### config.mk
export PLATFORM = sky130hd
export DESIGN_NAME = sprite_pixel_scheduler
export DESIGN_NICKNAME = d
export VERILOG_FILES = /design/src/rtl/sprite_pixel_scheduler.sv
export SDC_FILE = /design/constraint.sdc
export NUM_CORES = 1
export LEC_CHECK = 0
export ABC_AREA = 1
export BUFFER_PORTS_ARGS = -buffer_cell sky130_fd_sc_hd__buf_2
export CORE_ASPECT_RATIO = 1.5
export CORE_UTILIZATION = 50
export CTS_CLUSTER_DIAMETER = 80
export DETAILED_ROUTE_END_ITERATION = 10
export PLACE_DENSITY = 0.85
export SLEW_MARGIN = 20
export SYNTH_ARGS = -nofsm -noshare
export SYNTH_HDL_FRONTEND = slang
export SYNTH_SLANG_ARGS = --single-unit
export TNS_END_PERCENT = 50
### constraint.sdc
create_clock -name Clk -period 2.5 [get_ports Clk]
set_clock_uncertainty 0.05 [all_clocks]
set_input_delay 0.375 -clock Clk [delete_from_list [all_inputs] [get_ports Clk]]
set_output_delay 0.375 -clock Clk [all_outputs]
set_load 0.02 [all_outputs]
### src/rtl/sprite_pixel_scheduler.sv
// Sprite pixel scheduler: per-pixel hit test and sprite-ROM addressing for the duck and
// dog sprites, duck-over-dog arbitration, and select/valid flags delayed to line up with
// the synchronous sprite-ROM and palette reads. Sprite positions from game logic are
// staged in shadow registers and only become active at a frame boundary.
module sprite_pixel_scheduler #(
   parameter int unsigned SCREEN_W = 640,
   parameter int unsigned SCREEN_H = 480,
   parameter int unsigned DUCK_W   = 64,
   parameter int unsigned DUCK_H   = 64,
   parameter int unsigned DOG_W    = 64,
   parameter int unsigned DOG_H    = 48,
   parameter int unsigned ROM_LAT  = 1,
   parameter int unsigned PAL_LAT  = 1
) (
   input  logic        Clk,
   input  logic        Reset_n,
   input  logic [9:0]  DrawX,
   input  logic [9:0]  DrawY,
   input  logic        frame_start,
   input  logic        upd_req,
   input  logic [9:0]  upd_duck_x,
   input  logic [9:0]  upd_duck_y,
   input  logic [9:0]  upd_dog_x,
   input  logic [9:0]  upd_dog_y,
   input  logic        upd_duck_en,
   input  logic        upd_dog_en,
   output logic        upd_ack,
   output logic [15:0] duck_addr,
   output logic [13:0] dog_addr,
   output logic        is_duck,
   output logic        is_dog,
   output logic        pix_sprite
);

   localparam int unsigned FLAG_D = ROM_LAT + 1;

   typedef enum logic [1:0] {
      S_IDLE    = 2'd0,
      S_PEND    = 2'd1,
      S_APPLY   = 2'd2,
      S_WAITLOW = 2'd3
   } state_t;

   state_t state_q, state_d;
   logic   capture_s;
   logic   upd_ack_q, upd_ack_d;

   // Shadow (captured) and active (in-use) sprite positions.
   logic [9:0] sh_duck_x_q, sh_duck_y_q, sh_dog_x_q, sh_dog_y_q;
   logic       sh_duck_en_q, sh_dog_en_q;
   logic [9:0] duck_x_q, duck_y_q, dog_x_q, dog_y_q;
   logic       duck_en_q, dog_en_q;

   // Hit test / addressing.
   logic [10:0] x_s, y_s, duck_dx_s, duck_dy_s, dog_dx_s, dog_dy_s;
   logic        on_screen_s, duck_hit_s, dog_hit_s, dog_sel_s;
   logic [15:0] duck_lin_s, duck_addr_d, duck_addr_q;
   logic [13:0] dog_lin_s, dog_addr_d, dog_addr_q;

   // Flag delay lines.
   logic [FLAG_D-1:0]  duck_sh_q, dog_sh_q;
   logic [PAL_LAT-1:0] pix_sh_q;
   logic               pix_in_s;

   // Update FSM next-state: capture on request, apply at frame start, wait for request drop.
   always_comb begin
      state_d   = state_q;
      capture_s = 1'b0;
      case (state_q)
         S_IDLE: begin
            if (upd_req) begin
               state_d   = S_PEND;
               capture_s = 1'b1;
            end else begin
               state_d = S_IDLE;
            end
         end
         S_PEND: begin
            if (frame_start) begin
               state_d = S_APPLY;
            end else begin
               state_d = S_PEND;
            end
         end
         S_APPLY: begin
            state_d = S_WAITLOW;
         end
         S_WAITLOW: begin
            if (!upd_req) begin
               state_d = S_IDLE;
            end else begin
               state_d = S_WAITLOW;
            end
         end
         default: begin
            state_d = S_IDLE;
         end
      endcase
      upd_ack_d = (state_d == S_APPLY);
   end

   // FSM state and registered ack (high exactly while in APPLY).
   always_ff @(posedge Clk or negedge Reset_n) begin
      if (!Reset_n) begin
         state_q   <= S_IDLE;
         upd_ack_q <= 1'b0;
      end else begin
         state_q   <= state_d;
         upd_ack_q <= upd_ack_d;
      end
   end

   // Shadow registers load on capture; active registers load only when leaving APPLY.
   always_ff @(posedge Clk or negedge Reset_n) begin
      if (!Reset_n) begin
         sh_duck_x_q  <= 10'd0;
         sh_duck_y_q  <= 10'd0;
         sh_dog_x_q   <= 10'd0;
         sh_dog_y_q   <= 10'd0;
         sh_duck_en_q <= 1'b0;
         sh_dog_en_q  <= 1'b0;
         duck_x_q     <= 10'd0;
         duck_y_q     <= 10'd0;
         dog_x_q      <= 10'd0;
         dog_y_q      <= 10'd0;
         duck_en_q    <= 1'b0;
         dog_en_q     <= 1'b0;
      end else begin
         if (capture_s) begin
            sh_duck_x_q  <= upd_duck_x;
            sh_duck_y_q  <= upd_duck_y;
            sh_dog_x_q   <= upd_dog_x;
            sh_dog_y_q   <= upd_dog_y;
            sh_duck_en_q <= upd_duck_en;
            sh_dog_en_q  <= upd_dog_en;
         end
         if (state_q == S_APPLY) begin
            duck_x_q  <= sh_duck_x_q;
            duck_y_q  <= sh_duck_y_q;
            dog_x_q   <= sh_dog_x_q;
            dog_y_q   <= sh_dog_y_q;
            duck_en_q <= sh_duck_en_q;
            dog_en_q  <= sh_dog_en_q;
         end
      end
   end

   // Hit test in 11-bit unsigned arithmetic; the >= guards make the differences wrap-free.
   always_comb begin
      x_s         = {1'b0, DrawX};
      y_s         = {1'b0, DrawY};
      on_screen_s = (x_s < 11'(SCREEN_W)) && (y_s < 11'(SCREEN_H));
      duck_dx_s   = x_s - {1'b0, duck_x_q};
      duck_dy_s   = y_s - {1'b0, duck_y_q};
      dog_dx_s    = x_s - {1'b0, dog_x_q};
      dog_dy_s    = y_s - {1'b0, dog_y_q};
      duck_hit_s  = duck_en_q && on_screen_s
                    && (x_s >= {1'b0, duck_x_q}) && (32'(duck_dx_s) < DUCK_W)
                    && (y_s >= {1'b0, duck_y_q}) && (32'(duck_dy_s) < DUCK_H);
      dog_hit_s   = dog_en_q && on_screen_s
                    && (x_s >= {1'b0, dog_x_q}) && (32'(dog_dx_s) < DOG_W)
                    && (y_s >= {1'b0, dog_y_q}) && (32'(dog_dy_s) < DOG_H);
      dog_sel_s   = dog_hit_s && !duck_hit_s;
      duck_lin_s  = 16'(duck_dy_s) * 16'(DUCK_W) + 16'(duck_dx_s);
      dog_lin_s   = 14'(dog_dy_s) * 14'(DOG_W) + 14'(dog_dx_s);
      if (duck_hit_s) begin
         duck_addr_d = duck_lin_s;
      end else begin
         duck_addr_d = 16'd0;
      end
      if (dog_sel_s) begin
         dog_addr_d = dog_lin_s;
      end else begin
         dog_addr_d = 14'd0;
      end
      pix_in_s = duck_sh_q[ROM_LAT] | dog_sh_q[ROM_LAT];
   end

   // Free-running address registers and flag delay lines (no stalls).
   always_ff @(posedge Clk or negedge Reset_n) begin
      if (!Reset_n) begin
         duck_addr_q <= 16'd0;
         dog_addr_q  <= 14'd0;
         duck_sh_q   <= '0;
         dog_sh_q    <= '0;
         pix_sh_q    <= '0;
      end else begin
         duck_addr_q <= duck_addr_d;
         dog_addr_q  <= dog_addr_d;
         duck_sh_q   <= FLAG_D'({duck_sh_q, duck_hit_s});
         dog_sh_q    <= FLAG_D'({dog_sh_q, dog_sel_s});
         pix_sh_q    <= PAL_LAT'({pix_sh_q, pix_in_s});
      end
   end

   assign upd_ack    = upd_ack_q;
   assign duck_addr  = duck_addr_q;
   assign dog_addr   = dog_addr_q;
   assign is_duck    = duck_sh_q[ROM_LAT];
   assign is_dog     = dog_sh_q[ROM_LAT];
   assign pix_sprite = pix_sh_q[PAL_LAT-1];

endmodule

==> impl_metrics.json <==
{
  "yosys_warnings": 0,
  "yosysSeqAreaShare_pct": 43.1,
  "drive_gt1_share_pct": 35.7,
  "required_ns": 2.75,
  "rrSetupSlack_ns": -0.21,
  "cts_root_buf": "clkbuf_16",
  "grt_max_degree": 123,
  "crit_type": "reg -> reg",
  "final_util_pct": 69.3,
  "leakagePower_nw": 5.06,
  "setup_viol": 19,
  "p_per_area_nw_per_um2": 1560,
  "design.portCount": 100,
  "hpwl_mm": 12.4,
  "area_growth_syn_to_layout_pct": 33.6,
  "netlist-cell-type-count": 35,
  "hold_class": "in -> async",
  "outcome": "finished with violations",
  "synth_edf_count": 0,
  "netlist_area_um2": 7090,
  "synth-async-reset-ratio_pct": 100,
  "path_cells": "ha_2 > inv_2 > fa_2 > nand3_2 > nand2_2 > nand3_2 > buf_6 > nand3b_1 > nand2_2 > inv_2 > ha_4 > inv_4 > fa_2 > inv_2 > nand3_2 > nand2_1 > nand2_1 > nand2_1 > nor2_1",
  "fmax_ghz": 0.369,
  "grt_pass1_vias": 6001,
  "slew_headroom_pct": 48.6,
  "rsz0062_at_grt": "true",
  "ys_ff_latch": 122,
  "vias": 6294,
  "die-area_um2": 14700,
  "final_cells": 1206,
  "synthTopCellsByCount": "167 x nand2_1, 131 x inv_1, 122 x dfrtp_1",
  "fin_crit_sh_pct": 108,
  "antenna_found_initial": 0,
  "postSynthAreaPerCell_um2": 8.41,
  "synth.area.top_cells": "dfrtp_1 43%, nand2_1 8.8%, ha_1 8.7%",
  "dp.cells": 1163,
  "rows": 52,
  "drv_slew": 0,
  "dieHeight_um": 148,
  "die_w_um": 99.2,
  "fin_ws_ns": -0.209,
  "cpMaxStageDelayCell": "dfrtp_1",
  "track_usage_pct": 23.9,
  "clkSlewWorstSetupHoldPaths_ns": 0.06,
  "synth_top_area_share_pct": 43.1,
  "core_area_um2": 13700,
  "timing.hold.ws_ns": -0.0352,
  "crit_arrival_ns": 2.96,
  "grt_pass1_wl_mm": 27.2,
  "clock_path_buffers": 2,
  "cp_slowest_stage_delay_ns": 0.43,
  "cap_violations": 0,
  "drc": 0,
  "start_util_pct": 51.9,
  "drtIter0Drc": 460,
  "cts_tree": "built",
  "place.gp.congestion": 0.872,
  "overflow": 0,
  "hold_viol": 12,
  "cp-start-kind": "flip-flop",
  "diodes": 0,
  "htreeDepth": 4,
  "vdd_ir_drop_max_v": 0.000691,
  "routedWlPerCell_um": 14.7,
  "finalCriticalPeriod_ns": 2.71,
  "wl_mm": 17.7,
  "numCtsBuffers": 17,
  "yosys.area.top_type": "dfrtp_1",
  "synth_most_common_cell": "nand2_1",
  "tightestPinTransition_ns": 0.769,
  "numClockSinks": 122,
  "final_nets": 1152,
  "synth_cells": 843,
  "synthFlopType": "dfrtp_1",
  "detail_route.vias_per_cell": 5.22,
  "portBuffers": 99,
  "worst_setup_path_end_kind": "flip-flop",
  "ant_nets": 0,
  "first_pass_iters": 6,
  "power_mw": 14.7,
  "crit_fanout": 3,
  "insertion_delay_ns": 0.43,
  "violations": "hold timing, setup timing"
}
-- where the power goes --
group | leakage (nW) | internal (mW) | switching (mW)
sequential | 1.48 | 2.70 | 0.320
clock | 0.308 | 1.70 | 0.934
combinational | 3.27 | 4.00 | 5.07
-- cells in the final DEF (no fill, tap or decap), drive strengths merged, types with 6 or more instances in the layout --
cell,instances
a21oi,66
buf,180
clkbuf,21
clkinv,6
dfrtp,122
fa,6
ha,49
inv,133
mux2,40
nand2,177
nand3,49
nand4,12
nor2,115
o21ai,16
xnor2,6
xor2,16
-- final cells by class --
type / instances / area, um2
inverter: 131 / 512
clock buffer: 19 / 443
clock inverter: 13 / 190
timing repair buffer: 182 / 1210
tap: 162 / 203
fill: 1033 / 4200
multi-input combinational: 577 / 3850
sequential: 122 / 3050
-- metrics by stage --
| step | TNS [ns] | cell area, um2 | hold WS (ns) | worst slack [ns] |
|---|---|---|---|---|
| 2_1_floorplan | -0.276 | 7160 | 0.0294 | -0.109 |
| 3_3_place_gp | -5.19 | 8380 | 0.281 | -0.431 |
| 3_5_place_dp | -6.26 | 8380 | 0.286 | -0.480 |
| 4_1_cts | -0.578 | 9090 | 0.0388 | -0.140 |
| 5_1_grt | -3.70 | 9470 | 0.0543 | -0.328 |
| 6_report | -1.48 | 9470 | -0.0352 | -0.209 |
-- logic make-up after synthesis --
kind of cell	after synthesis	synth area share, %
and+or+nand+nor	363	22.4
buffers and inverters	147	8.11
DFF	122	43.1
AOI/OAI and AO/OA	93	6.96
adders and majority gates	55	10.3
muxes	40	6.36
xor gates and xnor gates	22	2.72
other	1	0.0529
-- timing repair --
item | in CTS | in global routing
gates resized for setup | 16 | 70
hold buffers | 0 | 0
cloned | 0 | 2
pin swaps | 10 | 35
buffers inserted | 4 | 8
endpoints found under the setup margin | 11 | 27
-- state kept, by name, summed over array words and instances (netlist names) --
signal,count
sh_dog_x_q,10
sh_dog_en_q,1
upd_ack,1
duck_en_q,1
sh_duck_y_q,10
state_q,2
sh_duck_en_q,1
dog_addr,14
sh_duck_x_q,10
duck_sh_q,2
dog_en_q,1
dog_y_q,10
duck_addr,16
duck_y_q,10
dog_x_q,10
dog_sh_q,2
duck_x_q,10
sh_dog_y_q,10
pix_sprite,1
-- path summary, 6_finish.rpt --
path                         startpoint        endpoint  cells past startpoint
setup / recovery            duck_x_q[0]   duck_addr[10]                     19
hold / removal                  Reset_n  sh_duck_x_q[1]                      2
setup reg to reg            duck_x_q[0]   duck_addr[10]                     19
hold reg to reg            duck_sh_q[0]    duck_sh_q[1]                      0
max in group asynchronous       Reset_n      pix_sprite                      2
min in group Clk            frame_start      state_q[0]                      2
-- layer usage --
layer	global-route usage, %	wire length, um	part of all wire (%)
met5	0	0	0
met4	13.8	889	5.0
met3	3.55	700	4.0
met2	41.9	9130	52
met1	27.6	6980	39
-- critical path, delay by kind of cell, from the launching register on --
kind	cells	cell delay, ns
AND/OR/NAND/NOR	10	0.77
buffers and inverters	5	0.39
flip-flops	1	0.43
adder cells (fa/ha/maj)	4	0.96
(Power assumes the default switching activity.)
